[config.mk]
export PLATFORM = sky130hd
export DESIGN_NAME = parking_slot_manager
export DESIGN_NICKNAME = d
export VERILOG_FILES = /design/src/rtl/parking_slot_manager_pkg.sv /design/src/rtl/parking_slot_manager_slot_table.sv /design/src/rtl/parking_slot_manager.sv
export SDC_FILE = /design/constraint.sdc
export NUM_CORES = 1
export LEC_CHECK = 0
export BUFFER_PORTS_ARGS = -buffer_cell sky130_fd_sc_hd__buf_2
export CORE_UTILIZATION = 55
export CTS_BUF_LIST = sky130_fd_sc_hd__clkbuf_4
export DETAILED_ROUTE_END_ITERATION = 8
export GPL_TIMING_DRIVEN = 0
export PLACE_DENSITY = 0.83
export SLEW_MARGIN = 20
export SYNTH_ARGS = -nofsm -noshare
export SYNTH_HDL_FRONTEND = slang
export SYNTH_HIERARCHICAL = 1
export SYNTH_SLANG_ARGS = --single-unit
[constraint.sdc]
create_clock -name clk -period 10.04 [get_ports clk]
set_clock_uncertainty 0.1 [all_clocks]
set_input_delay 0.502 -clock clk [delete_from_list [all_inputs] [get_ports clk]]
set_output_delay 0.502 -clock clk [all_outputs]
set_load 0.01 [all_outputs]
[src/rtl/parking_slot_manager_pkg.sv]
// Shared constants for the parking slot manager: parameter defaults and FSM encodings.
package parking_slot_manager_pkg;

  localparam int unsigned NUM_SLOTS_DEF = 8;
  localparam int unsigned VNO_W_DEF     = 32;

  localparam logic [1:0] ST_IDLE       = 2'd0;
  localparam logic [1:0] ST_SCAN_ENTRY = 2'd1;
  localparam logic [1:0] ST_SCAN_EXIT  = 2'd2;
  localparam logic [1:0] ST_RESP       = 2'd3;

endpackage

[src/rtl/parking_slot_manager_slot_table.sv]
// Slot storage: NUM_SLOTS x (valid, vehicle number) with one indexed read, a set port and a clear port.
module slot_table
  import parking_slot_manager_pkg::*;
#(
  parameter  int unsigned NUM_SLOTS = NUM_SLOTS_DEF,
  parameter  int unsigned VNO_W     = VNO_W_DEF,
  localparam int unsigned SLOT_W    = $clog2(NUM_SLOTS)
) (
  input  logic              i_clk,
  input  logic              i_reset,
  input  logic [SLOT_W-1:0] i_rd_idx,
  output logic              o_rd_valid,
  output logic [VNO_W-1:0]  o_rd_vno,
  input  logic              i_set_en,
  input  logic [SLOT_W-1:0] i_set_idx,
  input  logic [VNO_W-1:0]  i_set_vno,
  input  logic              i_clr_en,
  input  logic [SLOT_W-1:0] i_clr_idx
);

  logic             r_valid [NUM_SLOTS];
  logic [VNO_W-1:0] r_vno   [NUM_SLOTS];

  always_ff @(posedge i_clk or posedge i_reset) begin
    if (i_reset) begin
      for (int unsigned i = 0; i < NUM_SLOTS; i++) begin
        r_valid[i] <= 1'b0;
        r_vno[i]   <= '0;
      end
    end else begin
      if (i_set_en) begin
        r_valid[i_set_idx] <= 1'b1;
        r_vno[i_set_idx]   <= i_set_vno;
      end
      if (i_clr_en) begin
        r_valid[i_clr_idx] <= 1'b0;
      end
    end
  end

  assign o_rd_valid = r_valid[i_rd_idx];
  assign o_rd_vno   = r_vno[i_rd_idx];

endmodule

[src/rtl/parking_slot_manager.sv]
// Slot allocator behind car_parking: edge-detects entry/exit events, scans the slot table serially,
// and answers each event with a one-cycle ack/nack pulse while tracking occupancy.
module parking_slot_manager
  import parking_slot_manager_pkg::*;
#(
  parameter  int unsigned NUM_SLOTS = NUM_SLOTS_DEF,
  parameter  int unsigned VNO_W     = VNO_W_DEF,
  localparam int unsigned SLOT_W    = $clog2(NUM_SLOTS)
) (
  input  logic              clk,
  input  logic              reset,
  input  logic              car_parked,
  input  logic [VNO_W-1:0]  vehicle_no,
  input  logic              exit_req,
  input  logic [VNO_W-1:0]  exit_vno,
  output logic              entry_ack,
  output logic              entry_nack,
  output logic              dup_err,
  output logic              exit_ack,
  output logic              exit_nack,
  output logic [SLOT_W-1:0] slot_id,
  output logic [SLOT_W:0]   occ_count,
  output logic              full,
  output logic              empty,
  output logic              overrun
);

  localparam logic [SLOT_W:0]   OCC_MAX  = (SLOT_W+1)'(NUM_SLOTS);
  localparam logic [SLOT_W-1:0] IDX_LAST = SLOT_W'(NUM_SLOTS - 1);

  logic              r_cp_d;
  logic              r_ex_d;
  logic              r_ent_pend;
  logic              r_ex_pend;
  logic [VNO_W-1:0]  r_ent_vno;
  logic [VNO_W-1:0]  r_ex_vno;
  logic [1:0]        r_state;
  logic              r_is_entry;
  logic [SLOT_W-1:0] r_idx;
  logic [SLOT_W-1:0] r_sel;
  logic              r_found;
  logic              r_dup;

  logic              w_ent_edge;
  logic              w_ex_edge;
  logic              w_ent_clr;
  logic              w_ex_clr;
  logic              w_rd_valid;
  logic [VNO_W-1:0]  w_rd_vno;
  logic              w_match;
  logic              w_set;
  logic              w_clr;

  assign w_ent_edge = car_parked & ~r_cp_d;
  assign w_ex_edge  = exit_req & ~r_ex_d;
  assign w_ent_clr  = (r_state == ST_RESP) &  r_is_entry;
  assign w_ex_clr   = (r_state == ST_RESP) & ~r_is_entry;
  assign w_match    = w_rd_valid &&
                      (w_rd_vno == ((r_state == ST_SCAN_ENTRY) ? r_ent_vno : r_ex_vno));
  assign w_set      = w_ent_clr & ~r_dup & r_found;
  assign w_clr      = w_ex_clr & r_found;

  assign full  = (occ_count == OCC_MAX);
  assign empty = (occ_count == '0);

  slot_table #(
    .NUM_SLOTS (NUM_SLOTS),
    .VNO_W     (VNO_W)
  ) u_slot_table (
    .i_clk      (clk),
    .i_reset    (reset),
    .i_rd_idx   (r_idx),
    .o_rd_valid (w_rd_valid),
    .o_rd_vno   (w_rd_vno),
    .i_set_en   (w_set),
    .i_set_idx  (r_sel),
    .i_set_vno  (r_ent_vno),
    .i_clr_en   (w_clr),
    .i_clr_idx  (r_sel)
  );

  // Capture beats clear: an edge landing in the RESP cycle refills the latch being freed.
  always_ff @(posedge clk or posedge reset) begin
    if (reset) begin
      r_cp_d     <= 1'b0;
      r_ex_d     <= 1'b0;
      r_ent_pend <= 1'b0;
      r_ex_pend  <= 1'b0;
      r_ent_vno  <= '0;
      r_ex_vno   <= '0;
      overrun    <= 1'b0;
    end else begin
      r_cp_d  <= car_parked;
      r_ex_d  <= exit_req;
      overrun <= (w_ent_edge & r_ent_pend & ~w_ent_clr) |
                 (w_ex_edge  & r_ex_pend  & ~w_ex_clr);
      if (w_ent_edge && !(r_ent_pend && !w_ent_clr)) begin
        r_ent_pend <= 1'b1;
        r_ent_vno  <= vehicle_no;
      end else if (w_ent_clr) begin
        r_ent_pend <= 1'b0;
      end
      if (w_ex_edge && !(r_ex_pend && !w_ex_clr)) begin
        r_ex_pend <= 1'b1;
        r_ex_vno  <= exit_vno;
      end else if (w_ex_clr) begin
        r_ex_pend <= 1'b0;
      end
    end
  end

  always_ff @(posedge clk or posedge reset) begin
    if (reset) begin
      r_state    <= ST_IDLE;
      r_is_entry <= 1'b0;
      r_idx      <= '0;
      r_sel      <= '0;
      r_found    <= 1'b0;
      r_dup      <= 1'b0;
      entry_ack  <= 1'b0;
      entry_nack <= 1'b0;
      dup_err    <= 1'b0;
      exit_ack   <= 1'b0;
      exit_nack  <= 1'b0;
      slot_id    <= '0;
      occ_count  <= '0;
    end else begin
      entry_ack  <= 1'b0;
      entry_nack <= 1'b0;
      dup_err    <= 1'b0;
      exit_ack   <= 1'b0;
      exit_nack  <= 1'b0;
      case (r_state)
        ST_IDLE: begin
          r_idx   <= '0;
          r_found <= 1'b0;
          r_dup   <= 1'b0;
          if (r_ent_pend) begin
            r_state    <= ST_SCAN_ENTRY;
            r_is_entry <= 1'b1;
          end else if (r_ex_pend) begin
            r_state    <= ST_SCAN_EXIT;
            r_is_entry <= 1'b0;
          end
        end
        ST_SCAN_ENTRY: begin
          if (!w_rd_valid && !r_found) begin
            r_found <= 1'b1;
            r_sel   <= r_idx;
          end
          if (w_match) r_dup <= 1'b1;
          r_idx <= r_idx + SLOT_W'(1);
          if (r_idx == IDX_LAST) r_state <= ST_RESP;
        end
        ST_SCAN_EXIT: begin
          if (w_match && !r_found) begin
            r_found <= 1'b1;
            r_sel   <= r_idx;
          end
          r_idx <= r_idx + SLOT_W'(1);
          if (r_idx == IDX_LAST) r_state <= ST_RESP;
        end
        default: begin
          r_state <= ST_IDLE;
          if (r_is_entry) begin
            if (r_dup) begin
              entry_nack <= 1'b1;
              dup_err    <= 1'b1;
            end else if (!r_found || occ_count == OCC_MAX) begin
              entry_nack <= 1'b1;
            end else begin
              entry_ack <= 1'b1;
              slot_id   <= r_sel;
              occ_count <= occ_count + (SLOT_W+1)'(1);
            end
          end else begin
            if (r_found && occ_count != '0) begin
              exit_ack  <= 1'b1;
              slot_id   <= r_sel;
              occ_count <= occ_count - (SLOT_W+1)'(1);
            end else begin
              exit_nack <= 1'b1;
            end
          end
        end
      endcase
    end
  end

endmodule

==> results of run 1 <==
## per-stage QoR
stage / util, % / hold slack [ns] / setup slack (ns)
final: 66.3 / 0.282 / 6.49
after CTS: 66.3 / 0.242 / 6.59
after floorplan: - / 0.350 / 2.17
after global placement: 59.6 / 0.361 / -0.533
after global routing: 66.3 / 0.262 / 6.33
after detailed placement: 60.0 / 0.374 / 6.61
## final timing paths
kind	endpoint	startpoint	depth (start not counted)	slack [ns]
setup / recovery	r_sel[1]$_DFFE_PP0P_	r_idx[0]$_DFFE_PP0N_	9	6.49
hold / removal	u_slot_table/r_vno[249]$_DFFE_PP0P_	reset	3	0.28
setup reg to reg	r_sel[1]$_DFFE_PP0P_	r_idx[0]$_DFFE_PP0N_	9	6.49
hold reg to reg	u_slot_table/r_vno[210]$_DFFE_PP0P_	u_slot_table/r_vno[210]$_DFFE_PP0P_	1	0.39
max in group asynchronous	u_slot_table/r_vno[133]$_DFFE_PP0P_	reset	4	8.77
min in group clk	r_cp_d$_DFF_PP0_	car_parked	2	0.36
## cells in the final DEF (no fill, tap or decap), types with 8 or more instances in the layout
master and n:
sky130_fd_sc_hd__dfrtp_1 356, sky130_fd_sc_hd__mux2_1 45, sky130_fd_sc_hd__mux2_2 303, sky130_fd_sc_hd__clkbuf_4 143, sky130_fd_sc_hd__nand2_1 17, sky130_fd_sc_hd__buf_2 116
sky130_fd_sc_hd__buf_4 11, sky130_fd_sc_hd__a21oi_1 8, sky130_fd_sc_hd__dlygate4sd3_1 67, sky130_fd_sc_hd__mux4_2 65, sky130_fd_sc_hd__nor4_1 13, sky130_fd_sc_hd__nor2_1 10
sky130_fd_sc_hd__inv_1 12, sky130_fd_sc_hd__mux2_4 11, sky130_fd_sc_hd__mux2i_1 32, sky130_fd_sc_hd__buf_6 8, sky130_fd_sc_hd__xnor2_1 34, sky130_fd_sc_hd__ha_1 9
## registers in the layout (all words and copies together), names as in the netlist, 2 cells and up
register              count
occ_count                 4
r_ex_vno                 32
r_state                   2
u_slot_table/r_vno      256
r_ent_vno                32
r_idx                     3
slot_id                   3
u_slot_table/r_valid      8
r_sel                     3
## worst reg2reg max path: cells and delay by family, from the launching register on
family / cells / cell delay, ns
buffers and inverters: 2 / 0.83
xor gates and xnor gates: 1 / 0.23
and+or+nand+nor: 3 / 0.78
DFF: 1 / 0.49
AOI/OAI and AO/OA: 1 / 0.33
muxes: 2 / 0.65
## per-layer routing
| layer | part of all wire [%] | track usage, % | up-vias |
|---|---|---|---|
| met4 | 2.7 | 10.4 | 0 |
| li1 | - | - | 4465 |
| met1 | 43 | 36.7 | 5389 |
| met2 | 49 | 42.5 | 362 |
| met5 | 0 | 0 | - |
| met3 | 5.5 | 5.35 | 93 |
## kinds of logic after synthesis
kind of cell	count (synthesis)
AOI/OAI and AO/OA	36
xor gates and xnor gates	36
adders and majority gates	10
buffers and inverters	75
DFF	356
muxes	457
and+or+nand+nor	79
## power groups by stage
| stage | clock (W) | sequential (W) | combinational [W] |
|---|---|---|---|
| 2_1_floorplan | 0 | 0.00197 | 0.00129 |
| 3_3_place_gp | 0 | 0.00208 | 0.00167 |
| 3_5_place_dp | 0 | 0.00210 | 0.00173 |
| 4_1_cts | 0.00127 | 0.00208 | 0.00176 |
| 5_1_grt | 0.00134 | 0.00214 | 0.00188 |
| 6_report | 0.00123 | 0.00209 | 0.00177 |
## final cells by class
cell class                      count  area (µm²)
Multi-Input combinational cell    618        7080
Inverter                           14        65.1
Buffer                             61         417
Clock inverter                     14        87.6
Sequential cell                   356        8910
Tap cell                          384         480
Timing Repair Buffer              153        1190
Clock buffer                      143        1070
Fill cell                        2061        9790
Antenna cell                        1        2.50
==> flow_results.xml, run 1 <==
<?xml version="1.0" encoding="UTF-8"?>
<metrics>
  <group name="run_status">
    <metric name="outcome" unit="">finished clean</metric>
  </group>
  <group name="clocking">
    <metric name="cts_tree" unit="">built</metric>
    <metric name="cts-htree-levels" unit="">3</metric>
    <metric name="cts_hold_buffers" unit="">67</metric>
    <metric name="cts-resized-gates" unit="">0</metric>
    <metric name="clock-sinks" unit="">356</metric>
    <metric name="clock_latency" unit="ns">0.74</metric>
    <metric name="max-clock-path-buffers" unit="">3</metric>
    <metric name="cts_setup_buffers" unit="">0</metric>
    <metric name="cts_buffers" unit="">93</metric>
    <metric name="clk_pin_slew_worst_paths" unit="ns">0.06</metric>
    <metric name="clock-root-buffer" unit="">sky130_fd_sc_hd__clkbuf_4</metric>
  </group>
  <group name="critical_path">
    <metric name="peak_per_stage_delay_on_the_critical_path" unit="ns">0.49</metric>
    <metric name="cp_cell_sequence" unit="">buf_2, buf_2, mux4_2, mux2_4, xnor2_1, nor4_1, nand4_1, o31ai_1, nand3_1</metric>
    <metric name="crit_path_frequent_cell" unit="">sky130_fd_sc_hd__buf_2</metric>
    <metric name="critPathLaunchType" unit="">flop</metric>
    <metric name="crit_required" unit="ns">10.50</metric>
    <metric name="critical_path_peak_fanout" unit="">10</metric>
    <metric name="worstSetupEndpointType" unit="">flop</metric>
    <metric name="timing.critical_path.buf_inv" unit="">2</metric>
    <metric name="critPathTopFamily" unit="">buffers and inverters</metric>
    <metric name="critPathSlowestCell" unit="">sky130_fd_sc_hd__dfrtp_1</metric>
    <metric name="data_arrival_time_of_the_worst_path" unit="ns">4.01</metric>
    <metric name="worstSetupPathType" unit="">reg2reg</metric>
  </group>
  <group name="detailed_routing">
    <metric name="num_vias" unit="">10300</metric>
    <metric name="detail_route.vias_per_cell" unit="">5.91</metric>
    <metric name="drt-pass1-iter-count" unit="">5</metric>
    <metric name="avgRoutedWirePerCell" unit="µm">22.3</metric>
    <metric name="totalWireLength" unit="µm">38900</metric>
    <metric name="detail_route.iter0.violations" unit="">792</metric>
    <metric name="drcViolationCount" unit="">0</metric>
    <metric name="detail-route-antenna-nets" unit="">0</metric>
  </group>
  <group name="logic_synthesis">
    <metric name="synth.top_cell.area_share" unit="%">54.1</metric>
    <metric name="post_synth_net_total" unit="">1127</metric>
    <metric name="synth_compound_area_share" unit="%">1.54</metric>
    <metric name="muxShareOfSynthArea" unit="%">35.8</metric>
    <metric name="post_synth_fa_ha_maj_area_fraction" unit="%">0.806</metric>
    <metric name="synth_top_area_cell" unit="">sky130_fd_sc_hd__dfrtp_1</metric>
    <metric name="yosysUniqueCellTypes" unit="">47</metric>
    <metric name="syn-cell-area" unit="µm²">16500</metric>
    <metric name="synthMostInstantiatedCell" unit="">sky130_fd_sc_hd__dfrtp_1</metric>
    <metric name="netlist_instances" unit="">1049</metric>
    <metric name="synth_sequential_area_ratio" unit="%">54.1</metric>
    <metric name="synth_top_family_by_area" unit="">multiplexers</metric>
    <metric name="async_flop_share" unit="%">100</metric>
    <metric name="total_of_warnings_raised_by_yosys" unit="">6</metric>
    <metric name="ffs_latches_synth" unit="">356</metric>
    <metric name="postSynth.topFlopCell" unit="">sky130_fd_sc_hd__dfrtp_1</metric>
    <metric name="netlist_top_cells_area" unit="">sky130_fd_sc_hd__dfrtp_1, sky130_fd_sc_hd__mux2_2, sky130_fd_sc_hd__mux4_2</metric>
    <metric name="synth_xor_xnor_area_share" unit="%">1.92</metric>
    <metric name="netlist_top_cells_count" unit="">sky130_fd_sc_hd__dfrtp_1, sky130_fd_sc_hd__mux2_2, sky130_fd_sc_hd__mux4_2, sky130_fd_sc_hd__mux2_1</metric>
    <metric name="syn_avg_cell_area" unit="µm²">15.7</metric>
    <metric name="synthSimpleGateAreaFrac" unit="%">2.92</metric>
    <metric name="synth-edff-count" unit="">0</metric>
  </group>
  <group name="floorplanning">
    <metric name="initial_core_util" unit="%">56.6</metric>
    <metric name="floorplan.die.width" unit="µm">175</metric>
    <metric name="dieArea" unit="µm²">30600</metric>
    <metric name="die_y" unit="µm">175</metric>
    <metric name="core" unit="µm²">29100</metric>
    <metric name="number_of_cell_rows" unit="">62</metric>
    <metric name="ioPinCount" unit="">83</metric>
  </group>
  <group name="timing">
    <metric name="finalSetupViolCount" unit="">0</metric>
    <metric name="timing.max_slew.rel_slack" unit="%">35.1</metric>
    <metric name="fmaxAchievable" unit="MHz">282</metric>
    <metric name="rsz0062_at_grt" unit="">false</metric>
    <metric name="hold_viol" unit="">0</metric>
    <metric name="worst_slew_pin_slew" unit="ns">0.974</metric>
    <metric name="drv_slew" unit="">0</metric>
    <metric name="fin_crit_sh" unit="%">35.4</metric>
    <metric name="timing.setup.tns" unit="ns">0</metric>
    <metric name="period_needed" unit="ns">3.55</metric>
  </group>
  <group name="placed_design">
    <metric name="place.detailed.hpwl" unit="µm">25100</metric>
    <metric name="buffer_ports.inserted" unit="">82</metric>
    <metric name="gp_routability_congestion" unit="">0.862</metric>
    <metric name="number_of_cells_after_detailed_placement" unit="">1519</metric>
    <metric name="placement.cell_area" unit="µm²">17500</metric>
  </group>
  <group name="pwr">
    <metric name="total_power_per_unit_cell_area" unit="nW/µm²">264</metric>
    <metric name="p_leak" unit="nW">9.36</metric>
    <metric name="power.switching_fraction" unit="%">35.5</metric>
    <metric name="cellInternalPower" unit="W">0.00328</metric>
    <metric name="power_frac_clock" unit="%">24.2</metric>
    <metric name="finalPower" unit="W">0.00509</metric>
    <metric name="p_sw" unit="W">0.00181</metric>
    <metric name="combinationalPowerShare" unit="%">34.8</metric>
    <metric name="ir_worst_vdd" unit="V">0.000132</metric>
    <metric name="p_seq_share" unit="%">41.0</metric>
  </group>
  <group name="global_route">
    <metric name="global_route.usage.total" unit="%">26.8</metric>
    <metric name="maximum_number_of_pins_on_one_net_before_global_route_repair" unit="">81</metric>
    <metric name="grt_first_pass_wirelength" unit="µm">62000</metric>
    <metric name="grt.overflow.total" unit="">0</metric>
    <metric name="grt_antenna_before_repair" unit="">1</metric>
    <metric name="first_global_vias" unit="">11100</metric>
  </group>
  <group name="finish">
    <metric name="final_design_area_no_fill" unit="µm²">19300</metric>
    <metric name="finalNonFillerCells" unit="">1744</metric>
    <metric name="flow.area_growth_from_synthesis" unit="%">17.3</metric>
    <metric name="nets" unit="">1375</metric>
    <metric name="layout_cell_share_with_drive_strength_beyond_1" unit="%">49.8</metric>
  </group>
  <group name="run">
    <metric name="max_cap_violations" unit="">0</metric>
  </group>
  <group name="worst_hold_path">
    <metric name="worst_hold_path_type" unit="">in2async</metric>
  </group>
</metrics>
(Power assumes the default switching activity.)
==> run 2, diff against run 1 <==
--- a/config.mk
+++ b/config.mk
@@ -5,6 +5,7 @@
 export SDC_FILE = /design/constraint.sdc
 export NUM_CORES = 1
 export LEC_CHECK = 0
+export ABC_AREA = 1
 export BUFFER_PORTS_ARGS = -buffer_cell sky130_fd_sc_hd__buf_2
 export CORE_UTILIZATION = 55
 export CTS_BUF_LIST = sky130_fd_sc_hd__clkbuf_4
==> constraint.sdc (replaced) <==
create_clock -name clk -period 3.7 [get_ports clk]
set_clock_uncertainty 0.1 [all_clocks]
set_input_delay 0.185 -clock clk [delete_from_list [all_inputs] [get_ports clk]]
set_output_delay 0.185 -clock clk [all_outputs]
set_load 0.01 [all_outputs]
==> flow_results.xml, run 2 <==
<?xml version="1.0" encoding="UTF-8"?>
<metrics>
  <group name="run_status">
    <metric name="outcome" unit="">finished clean</metric>
  </group>
  <group name="global_route">
    <metric name="grt_antenna_before_repair" unit="">2</metric>
    <metric name="grt_first_pass_wirelength" unit="µm">85200</metric>
    <metric name="grt.overflow.total" unit="">0</metric>
    <metric name="first_global_vias" unit="">17200</metric>
    <metric name="global_route.usage.total" unit="%">33.3</metric>
    <metric name="maximum_number_of_pins_on_one_net_before_global_route_repair" unit="">60</metric>
  </group>
  <group name="timing">
    <metric name="worst_slew_pin_slew" unit="ns">0.853</metric>
    <metric name="whs" unit="ns">0.104</metric>
    <metric name="worst_slack" unit="ns">0.0193</metric>
    <metric name="drv_slew" unit="">0</metric>
    <metric name="fin_crit_sh" unit="%">99.5</metric>
    <metric name="period_needed" unit="ns">3.68</metric>
    <metric name="hold_viol" unit="">0</metric>
    <metric name="finalSetupViolCount" unit="">0</metric>
    <metric name="fmaxAchievable" unit="MHz">272</metric>
    <metric name="timing.max_slew.rel_slack" unit="%">43.1</metric>
  </group>
  <group name="finish">
    <metric name="largest_registers" unit="">u_slot_table/r_vno: 256 flops, r_ent_vno: 32 flops, r_ex_vno: 32 flops</metric>
    <metric name="flow.area_growth_from_synthesis" unit="%">17.3</metric>
    <metric name="layout.cells.most_common_list" unit="">sky130_fd_sc_hd__nand2_1, sky130_fd_sc_hd__inv_1, sky130_fd_sc_hd__dfrtp_1</metric>
    <metric name="layout_cell_share_with_drive_strength_beyond_1" unit="%">13.9</metric>
    <metric name="largest_reg_flops" unit="">256</metric>
    <metric name="nets" unit="">2661</metric>
    <metric name="regMostFlops" unit="">u_slot_table/r_vno</metric>
    <metric name="layout.cells.most_common" unit="">sky130_fd_sc_hd__nand2_1</metric>
  </group>
  <group name="critical_path">
    <metric name="peak_per_stage_delay_on_the_critical_path" unit="ns">0.47</metric>
    <metric name="reg2reg_to" unit="">r_sel[0]$_DFFE_PP0P_</metric>
    <metric name="cp_cell_sequence" unit="">buf_2, clkbuf_4, clkbuf_4, nand2_1, nand3_1, nand2_1, nand2_1, nand2_1, nand3_2, nand2_1, nor2_2, nand2_1, nor2_1, nand2_1, nor2_2, nand3_1, nand2_2, nand3_2, nand2_1, nand2_1</metric>
    <metric name="critPathTopFamily" unit="">simple AND/OR/NAND/NOR gates</metric>
    <metric name="crit_path_frequent_cell" unit="">sky130_fd_sc_hd__nand2_1</metric>
    <metric name="critical_path_peak_fanout" unit="">10</metric>
    <metric name="worstSetupPathType" unit="">reg2reg</metric>
    <metric name="data_arrival_time_of_the_worst_path" unit="ns">4.20</metric>
    <metric name="setup.worst_path.end" unit="">r_sel[0]$_DFFE_PP0P_</metric>
    <metric name="r2r-start" unit="">r_idx[0]$_DFFE_PP0N_</metric>
    <metric name="timing.critical_path.buf_inv" unit="">3</metric>
    <metric name="critical_path.startpoint" unit="">r_idx[0]$_DFFE_PP0N_</metric>
    <metric name="cp.depth" unit="">20</metric>
    <metric name="critPathSlowestCell" unit="">sky130_fd_sc_hd__dfrtp_1</metric>
    <metric name="r2r_setup_slack" unit="ns">0.02</metric>
    <metric name="crit_required" unit="ns">4.22</metric>
    <metric name="r2r_cells" unit="">20</metric>
    <metric name="critPathLaunchType" unit="">flop</metric>
    <metric name="worstSetupEndpointType" unit="">flop</metric>
  </group>
  <group name="floorplanning">
    <metric name="die_y" unit="µm">181</metric>
    <metric name="initial_core_util" unit="%">55.9</metric>
    <metric name="number_of_cell_rows" unit="">65</metric>
    <metric name="core" unit="µm²">31600</metric>
    <metric name="floorplan.die.width" unit="µm">181</metric>
    <metric name="ioPinCount" unit="">83</metric>
    <metric name="dieArea" unit="µm²">32800</metric>
  </group>
  <group name="logic_synthesis">
    <metric name="yosysUniqueCellTypes" unit="">32</metric>
    <metric name="synthMostInstantiatedCell" unit="">sky130_fd_sc_hd__nand2_1</metric>
    <metric name="syn_avg_cell_area" unit="µm²">7.57</metric>
    <metric name="post_synth_net_total" unit="">2407</metric>
    <metric name="netlist_top_cells_count" unit="">sky130_fd_sc_hd__nand2_1, sky130_fd_sc_hd__inv_1, sky130_fd_sc_hd__dfrtp_1, sky130_fd_sc_hd__o21ai_0, sky130_fd_sc_hd__nand3_1</metric>
    <metric name="postSynth.topFlopCell" unit="">sky130_fd_sc_hd__dfrtp_1</metric>
    <metric name="synth-edff-count" unit="">0</metric>
    <metric name="netlist_instances" unit="">2329</metric>
    <metric name="async_flop_share" unit="%">100</metric>
    <metric name="synth.top_cell.area_share" unit="%">50.5</metric>
    <metric name="ffs_latches_synth" unit="">356</metric>
    <metric name="total_of_warnings_raised_by_yosys" unit="">6</metric>
    <metric name="synth_sequential_area_ratio" unit="%">50.5</metric>
    <metric name="syn-cell-area" unit="µm²">17600</metric>
    <metric name="netlist_top_cells_area" unit="">sky130_fd_sc_hd__dfrtp_1, sky130_fd_sc_hd__nand2_1, sky130_fd_sc_hd__inv_1</metric>
    <metric name="synth_top_area_cell" unit="">sky130_fd_sc_hd__dfrtp_1</metric>
  </group>
  <group name="clocking">
    <metric name="cts_tree" unit="">built</metric>
    <metric name="cts-htree-levels" unit="">3</metric>
    <metric name="clk_pin_slew_worst_paths" unit="ns">0.08</metric>
    <metric name="clock_latency" unit="ns">0.74</metric>
    <metric name="clock-sinks" unit="">356</metric>
    <metric name="cts_setup_buffers" unit="">0</metric>
    <metric name="cts_buffers" unit="">90</metric>
    <metric name="max-clock-path-buffers" unit="">3</metric>
    <metric name="clock-root-buffer" unit="">sky130_fd_sc_hd__clkbuf_4</metric>
  </group>
  <group name="detailed_routing">
    <metric name="routed.top_layer" unit="">met4</metric>
    <metric name="num_vias" unit="">17100</metric>
    <metric name="detail_route.iter0.violations" unit="">1871</metric>
    <metric name="detail-route-antenna-nets" unit="">0</metric>
    <metric name="drt-pass1-iter-count" unit="">6</metric>
    <metric name="avgRoutedWirePerCell" unit="µm">17.6</metric>
    <metric name="wl_met1" unit="µm">20100</metric>
    <metric name="totalWireLength" unit="µm">53800</metric>
    <metric name="route.met2.wl" unit="µm">25200</metric>
    <metric name="drcViolationCount" unit="">0</metric>
    <metric name="detail_route.vias_per_cell" unit="">5.60</metric>
    <metric name="met3_length" unit="µm">5240</metric>
  </group>
  <group name="run">
    <metric name="max_cap_violations" unit="">0</metric>
  </group>
  <group name="placed_design">
    <metric name="buffer_ports.inserted" unit="">82</metric>
    <metric name="gp_routability_congestion" unit="">0.967</metric>
    <metric name="worst_setup_slack_before_clock_tree_synthesis" unit="ns">0.106</metric>
    <metric name="place.detailed.hpwl" unit="µm">36900</metric>
  </group>
  <group name="worst_hold_path">
    <metric name="worst_hold_path_type" unit="">in2reg</metric>
    <metric name="hold_path_depth" unit="">3</metric>
  </group>
  <group name="pwr">
    <metric name="ir_worst_vdd" unit="V">0.000522</metric>
    <metric name="p_leak" unit="nW">10.8</metric>
    <metric name="total_power_per_unit_cell_area" unit="nW/µm²">824</metric>
  </group>
</metrics>
run 2: repair_timing:
action                     4_1_cts  5_1_grt
gates resized for setup          0       13
hold endpoints to repair       278        0
setup endpoints to repair        0        4
hold buffers                    70        0
run 2: power by group:
part	switching [W]	internal (W)	total (W)
logic	0.00525	0.00243	0.00768
clock network	0.00164	0.00185	0.00349
registers	0.000822	0.00504	0.00586
run 2: area by class of cell:
| class | instances | area (µm²) |
|---|---|---|
| Clock inverter | 31 | 221 |
| Inverter | 369 | 1390 |
| Buffer | 118 | 609 |
| Timing Repair Buffer | 162 | 1340 |
| Multi-Input combinational cell | 1486 | 6740 |
| Clock buffer | 126 | 946 |
| Antenna cell | 2 | 5.00 |
| Tap cell | 402 | 503 |
| Sequential cell | 356 | 8910 |
| Fill cell | 2447 | 10900 |
run 2: stage by stage:
step                cell area [µm²]   TNS, ns  util (%)  total power, W  instances
CTS                           20600         0      65.4          0.0165       3050
global placement              18500   -388.78      58.8          0.0127       2813
finish                        20700         0      65.5          0.0170       3052
floorplan                     17600    -18.09         -          0.0106       2329
global route                  20700  -0.00740      65.5          0.0181       3052
detailed placement            18800         0      59.5          0.0130       2823
run 2: how the worst min path moves through the flow:
stage,startpoint,end
finish,exit_vno[4],r_ex_vno[4]$_DFFE_PP0P_
global route,exit_vno[4],r_ex_vno[4]$_DFFE_PP0P_
CTS,exit_vno[4],r_ex_vno[4]$_DFFE_PP0P_
detailed placement,reset,slot_id[1]$_DFFE_PP0P_
global placement,exit_req,r_ex_d$_DFF_PP0_
floorplan,car_parked,r_cp_d$_DFF_PP0_
run 2: worst reg2reg max path, cell delays in order (launching register included):
cell and delay (ns):
sky130_fd_sc_hd__dfrtp_1 0.47, sky130_fd_sc_hd__buf_2 0.28, sky130_fd_sc_hd__clkbuf_4 0.31, sky130_fd_sc_hd__clkbuf_4 0.27, sky130_fd_sc_hd__nand2_1 0.07, sky130_fd_sc_hd__nand3_1 0.11, sky130_fd_sc_hd__nand2_1 0.06, sky130_fd_sc_hd__nand2_1 0.09
sky130_fd_sc_hd__nand2_1 0.15, sky130_fd_sc_hd__nand3_2 0.20, sky130_fd_sc_hd__nand2_1 0.10, sky130_fd_sc_hd__nor2_2 0.23, sky130_fd_sc_hd__nand2_1 0.09, sky130_fd_sc_hd__nor2_1 0.13, sky130_fd_sc_hd__nand2_1 0.14, sky130_fd_sc_hd__nor2_2 0.20
sky130_fd_sc_hd__nand3_1 0.15, sky130_fd_sc_hd__nand2_2 0.15, sky130_fd_sc_hd__nand3_2 0.10, sky130_fd_sc_hd__nand2_1 0.11, sky130_fd_sc_hd__nand2_1 0.06
run 2: cells by family after synthesis:
family / after synthesis / synth area share (%)
AOI/OAI and AO/OA: 312 / 8.88
xor gates and xnor gates: 8 / 0.398
adders and majority gates: 10 / 0.753
buffers and inverters: 487 / 11.2
DFF: 356 / 50.5
muxes: 44 / 2.81
and+or+nand+nor: 1112 / 25.4
run 2: routing by layer:
layer / GRT usage (%) / up-vias
met5: 0 / -
met4: 21.6 / 0
met3: 7.74 / 273
met2: 53.4 / 1064
met1: 40.6 / 8027
li1: - / 7719
==> run 3, diff against run 2 <==
--- a/config.mk
+++ b/config.mk
@@ -6,12 +6,13 @@
 export NUM_CORES = 1
 export LEC_CHECK = 0
 export ABC_AREA = 1
-export BUFFER_PORTS_ARGS = -buffer_cell sky130_fd_sc_hd__buf_2
 export CORE_UTILIZATION = 55
-export CTS_BUF_LIST = sky130_fd_sc_hd__clkbuf_4
+export CTS_BUF_LIST = sky130_fd_sc_hd__clkbuf_8 sky130_fd_sc_hd__clkbuf_16
 export DETAILED_ROUTE_END_ITERATION = 8
+export DONT_BUFFER_PORTS = 1
 export GPL_TIMING_DRIVEN = 0
-export PLACE_DENSITY = 0.83
+export HOLD_SLACK_MARGIN = 0.03
+export PLACE_DENSITY = 0.8
 export SLEW_MARGIN = 20
 export SYNTH_ARGS = -nofsm -noshare
 export SYNTH_HDL_FRONTEND = slang
==> flow_results.xml, run 3 (synthesis gave the netlist of run 2 again) <==
<?xml version="1.0" encoding="UTF-8"?>
<metrics>
  <group name="run_status">
    <metric name="outcome" unit="">finished clean</metric>
  </group>
  <group name="timing">
    <metric name="period_needed" unit="ns">3.59</metric>
    <metric name="whs" unit="ns">0.0827</metric>
    <metric name="fmaxAchievable" unit="MHz">278</metric>
    <metric name="fin_crit_sh" unit="%">97.0</metric>
    <metric name="finalSetupViolCount" unit="">0</metric>
    <metric name="worst_slew_pin_slew" unit="ns">0.842</metric>
    <metric name="timing.max_slew.rel_slack" unit="%">43.3</metric>
    <metric name="hold_viol" unit="">0</metric>
    <metric name="drv_slew" unit="">0</metric>
    <metric name="rsz0062_at_grt" unit="">false</metric>
  </group>
  <group name="finish">
    <metric name="layout_cell_share_with_drive_strength_beyond_1" unit="%">8.85</metric>
    <metric name="layout.cells.most_common" unit="">sky130_fd_sc_hd__nand2_1</metric>
    <metric name="layout.cells.most_common_list" unit="">sky130_fd_sc_hd__nand2_1, sky130_fd_sc_hd__inv_1, sky130_fd_sc_hd__dfrtp_1</metric>
    <metric name="regMostFlops" unit="">u_slot_table/r_vno</metric>
    <metric name="largest_reg_flops" unit="">256</metric>
    <metric name="nets" unit="">2524</metric>
    <metric name="diodes" unit="">0</metric>
    <metric name="flow.area_growth_from_synthesis" unit="%">15.6</metric>
    <metric name="largest_registers" unit="">u_slot_table/r_vno: 256 flops, r_ent_vno: 32 flops, r_ex_vno: 32 flops</metric>
  </group>
  <group name="clocking">
    <metric name="clock-sinks" unit="">356</metric>
    <metric name="cts_tree" unit="">built</metric>
    <metric name="clock_latency" unit="ns">0.52</metric>
    <metric name="cts-htree-levels" unit="">2</metric>
    <metric name="max-clock-path-buffers" unit="">3</metric>
    <metric name="cts_buffers" unit="">38</metric>
    <metric name="cts_setup_buffers" unit="">0</metric>
    <metric name="clk_pin_slew_worst_paths" unit="ns">0.06</metric>
    <metric name="clock-root-buffer" unit="">sky130_fd_sc_hd__clkbuf_16</metric>
  </group>
  <group name="pwr">
    <metric name="cellInternalPower" unit="W">0.00981</metric>
    <metric name="p_leak" unit="nW">10.5</metric>
    <metric name="p_sw" unit="W">0.00767</metric>
    <metric name="total_power_per_unit_cell_area" unit="nW/µm²">858</metric>
    <metric name="power_frac_clock" unit="%">22.6</metric>
    <metric name="combinationalPowerShare" unit="%">43.6</metric>
    <metric name="finalPower" unit="W">0.0175</metric>
    <metric name="ir_worst_vdd" unit="V">0.000558</metric>
    <metric name="p_seq_share" unit="%">33.7</metric>
    <metric name="power.switching_fraction" unit="%">43.9</metric>
  </group>
  <group name="floorplanning">
    <metric name="dieArea" unit="µm²">32800</metric>
    <metric name="die_y" unit="µm">181</metric>
    <metric name="core" unit="µm²">31600</metric>
    <metric name="initial_core_util" unit="%">55.9</metric>
    <metric name="ioPinCount" unit="">83</metric>
    <metric name="floorplan.die.width" unit="µm">181</metric>
    <metric name="number_of_cell_rows" unit="">65</metric>
  </group>
  <group name="detailed_routing">
    <metric name="totalWireLength" unit="µm">53700</metric>
    <metric name="drt-pass1-iter-count" unit="">6</metric>
    <metric name="num_vias" unit="">16400</metric>
    <metric name="drcViolationCount" unit="">0</metric>
    <metric name="detail-route-antenna-nets" unit="">0</metric>
    <metric name="detail_route.vias_per_cell" unit="">5.71</metric>
    <metric name="avgRoutedWirePerCell" unit="µm">18.7</metric>
    <metric name="detail_route.iter0.violations" unit="">1952</metric>
  </group>
  <group name="critical_path">
    <metric name="crit_required" unit="ns">4.01</metric>
    <metric name="critical_path_peak_fanout" unit="">10</metric>
    <metric name="worstSetupPathType" unit="">reg2reg</metric>
    <metric name="critical_path.startpoint" unit="">r_idx[0]$_DFFE_PP0N_</metric>
    <metric name="data_arrival_time_of_the_worst_path" unit="ns">3.90</metric>
    <metric name="r2r-start" unit="">r_idx[0]$_DFFE_PP0N_</metric>
    <metric name="worstSetupEndpointType" unit="">flop</metric>
    <metric name="critPathLaunchType" unit="">flop</metric>
  </group>
  <group name="global_route">
    <metric name="grt.overflow.total" unit="">0</metric>
    <metric name="first_global_vias" unit="">16400</metric>
    <metric name="maximum_number_of_pins_on_one_net_before_global_route_repair" unit="">61</metric>
    <metric name="grt_antenna_before_repair" unit="">2</metric>
    <metric name="grt_first_pass_wirelength" unit="µm">84400</metric>
    <metric name="global_route.usage.total" unit="%">32.9</metric>
  </group>
  <group name="placed_design">
    <metric name="place.detailed.hpwl" unit="µm">37000</metric>
    <metric name="buffer_ports.inserted" unit="">0</metric>
    <metric name="gp_routability_congestion" unit="">0.965</metric>
  </group>
  <group name="run">
    <metric name="max_cap_violations" unit="">0</metric>
  </group>
  <group name="worst_hold_path">
    <metric name="worst_hold_path_type" unit="">in2async</metric>
  </group>
</metrics>
==> run 3: cell types whose count changed in the layout (fill, tap and decap cells not counted), moves of 2 or more <==
cell	change
sky130_fd_sc_hd__clkbuf_8	+13
sky130_fd_sc_hd__clkbuf_1	-2
sky130_fd_sc_hd__buf_2	-83
sky130_fd_sc_hd__inv_1	+7
sky130_fd_sc_hd__dlygate4sd3_1	-3
sky130_fd_sc_hd__clkinv_2	+6
sky130_fd_sc_hd__clkinv_1	-25
sky130_fd_sc_hd__clkbuf_16	+39
sky130_fd_sc_hd__clkbuf_4	-126
sky130_fd_sc_hd__inv_2	-2
sky130_fd_sc_hd__diode_2	-2
sky130_fd_sc_hd__clkbuf_2	+2
==> run 3: area by class of cell <==
type                       count  area, µm²
clock inverter                17        155
multi-input combinational   1486       6750
buffer                       118        614
fill                        2498      11200
tap                          402        503
clock buffer                  52       1150
inverter                     369       1390
timing repair buffer          77        901
sequential                   356       8910
==> run 3: per-layer routing <==
metal  vias to the layer above  wire (µm)  track usage (%)
met2                       936      25300             53.6
li1                       7380          -                -
met3                       264       4950             6.19
met1                      7835      20200             41.6
met5                         -         24                0
met4                         4       3190             18.4
==> run 3: power by group through the flow <==
stage                     logic, W  registers [W]  clock network (W)
after CTS                  0.00720        0.00584            0.00397
after global placement     0.00677        0.00585                  0
after global routing       0.00835        0.00601            0.00413
final                      0.00762        0.00590            0.00395
after detailed placement   0.00706        0.00589                  0
after floorplan            0.00495        0.00565                  0
==> run 3: critical path, cell delays in order (launching register included) <==
cell,delay (ns)
sky130_fd_sc_hd__dfrtp_1,0.43
sky130_fd_sc_hd__buf_2,0.22
sky130_fd_sc_hd__inv_2,0.15
sky130_fd_sc_hd__buf_4,0.20
sky130_fd_sc_hd__buf_2,0.26
sky130_fd_sc_hd__nand2_1,0.09
sky130_fd_sc_hd__nand3_1,0.09
sky130_fd_sc_hd__nand2_1,0.06
sky130_fd_sc_hd__nand2_1,0.07
sky130_fd_sc_hd__nand2_1,0.13
sky130_fd_sc_hd__nand3_1,0.29
sky130_fd_sc_hd__nand2_1,0.10
sky130_fd_sc_hd__nor2_1,0.14
sky130_fd_sc_hd__nand2_1,0.07
sky130_fd_sc_hd__nor2_1,0.12
sky130_fd_sc_hd__nand2_1,0.13
sky130_fd_sc_hd__nor2_2,0.22
sky130_fd_sc_hd__nand3_1,0.14
sky130_fd_sc_hd__nand2_2,0.16
sky130_fd_sc_hd__nand3_2,0.11
sky130_fd_sc_hd__nand2_1,0.11
sky130_fd_sc_hd__nand2_1,0.05
==> run 3: path summary, 6_finish.rpt <==
check / end / slack [ns] / cells after the start
worst max-delay path: r_sel[1]$_DFFE_PP0P_ / 0.11 / 21
worst min-delay path: u_slot_table/r_vno[32]$_DFFE_PP0P_ / 0.08 / 2
worst max register to register: r_sel[1]$_DFFE_PP0P_ / 0.11 / 21
worst min register to register: u_slot_table/r_vno[244]$_DFFE_PP0P_ / 0.38 / 2
max in group asynchronous: u_slot_table/r_vno[169]$_DFFE_PP0P_ / 2.29 / 6
min in group clk: r_cp_d$_DFF_PP0_ / 0.15 / 1
==> run 3: metrics by stage <==
stage	worst slack, ns	util (%)	cells	setup TNS [ns]	cell area (µm²)
2_1_floorplan	-0.0685	-	2329	-18.09	17600
3_3_place_gp	-1.36	57.5	2731	-353.89	18100
3_5_place_dp	0.164	58.2	2741	0	18400
4_1_cts	0.0803	64.5	2877	0	20300
5_1_grt	0.00431	64.6	2877	0	20400
6_report	0.109	64.6	2877	0	20400
==> run 3: timing repair <==
| item | 4_1_cts | 5_1_grt |
|---|---|---|
| resized for setup | 0 | 20 |
| hold endpoints to repair | 305 | 0 |
| hold buffers | 67 | 0 |
| setup endpoints to repair | 0 | 4 |
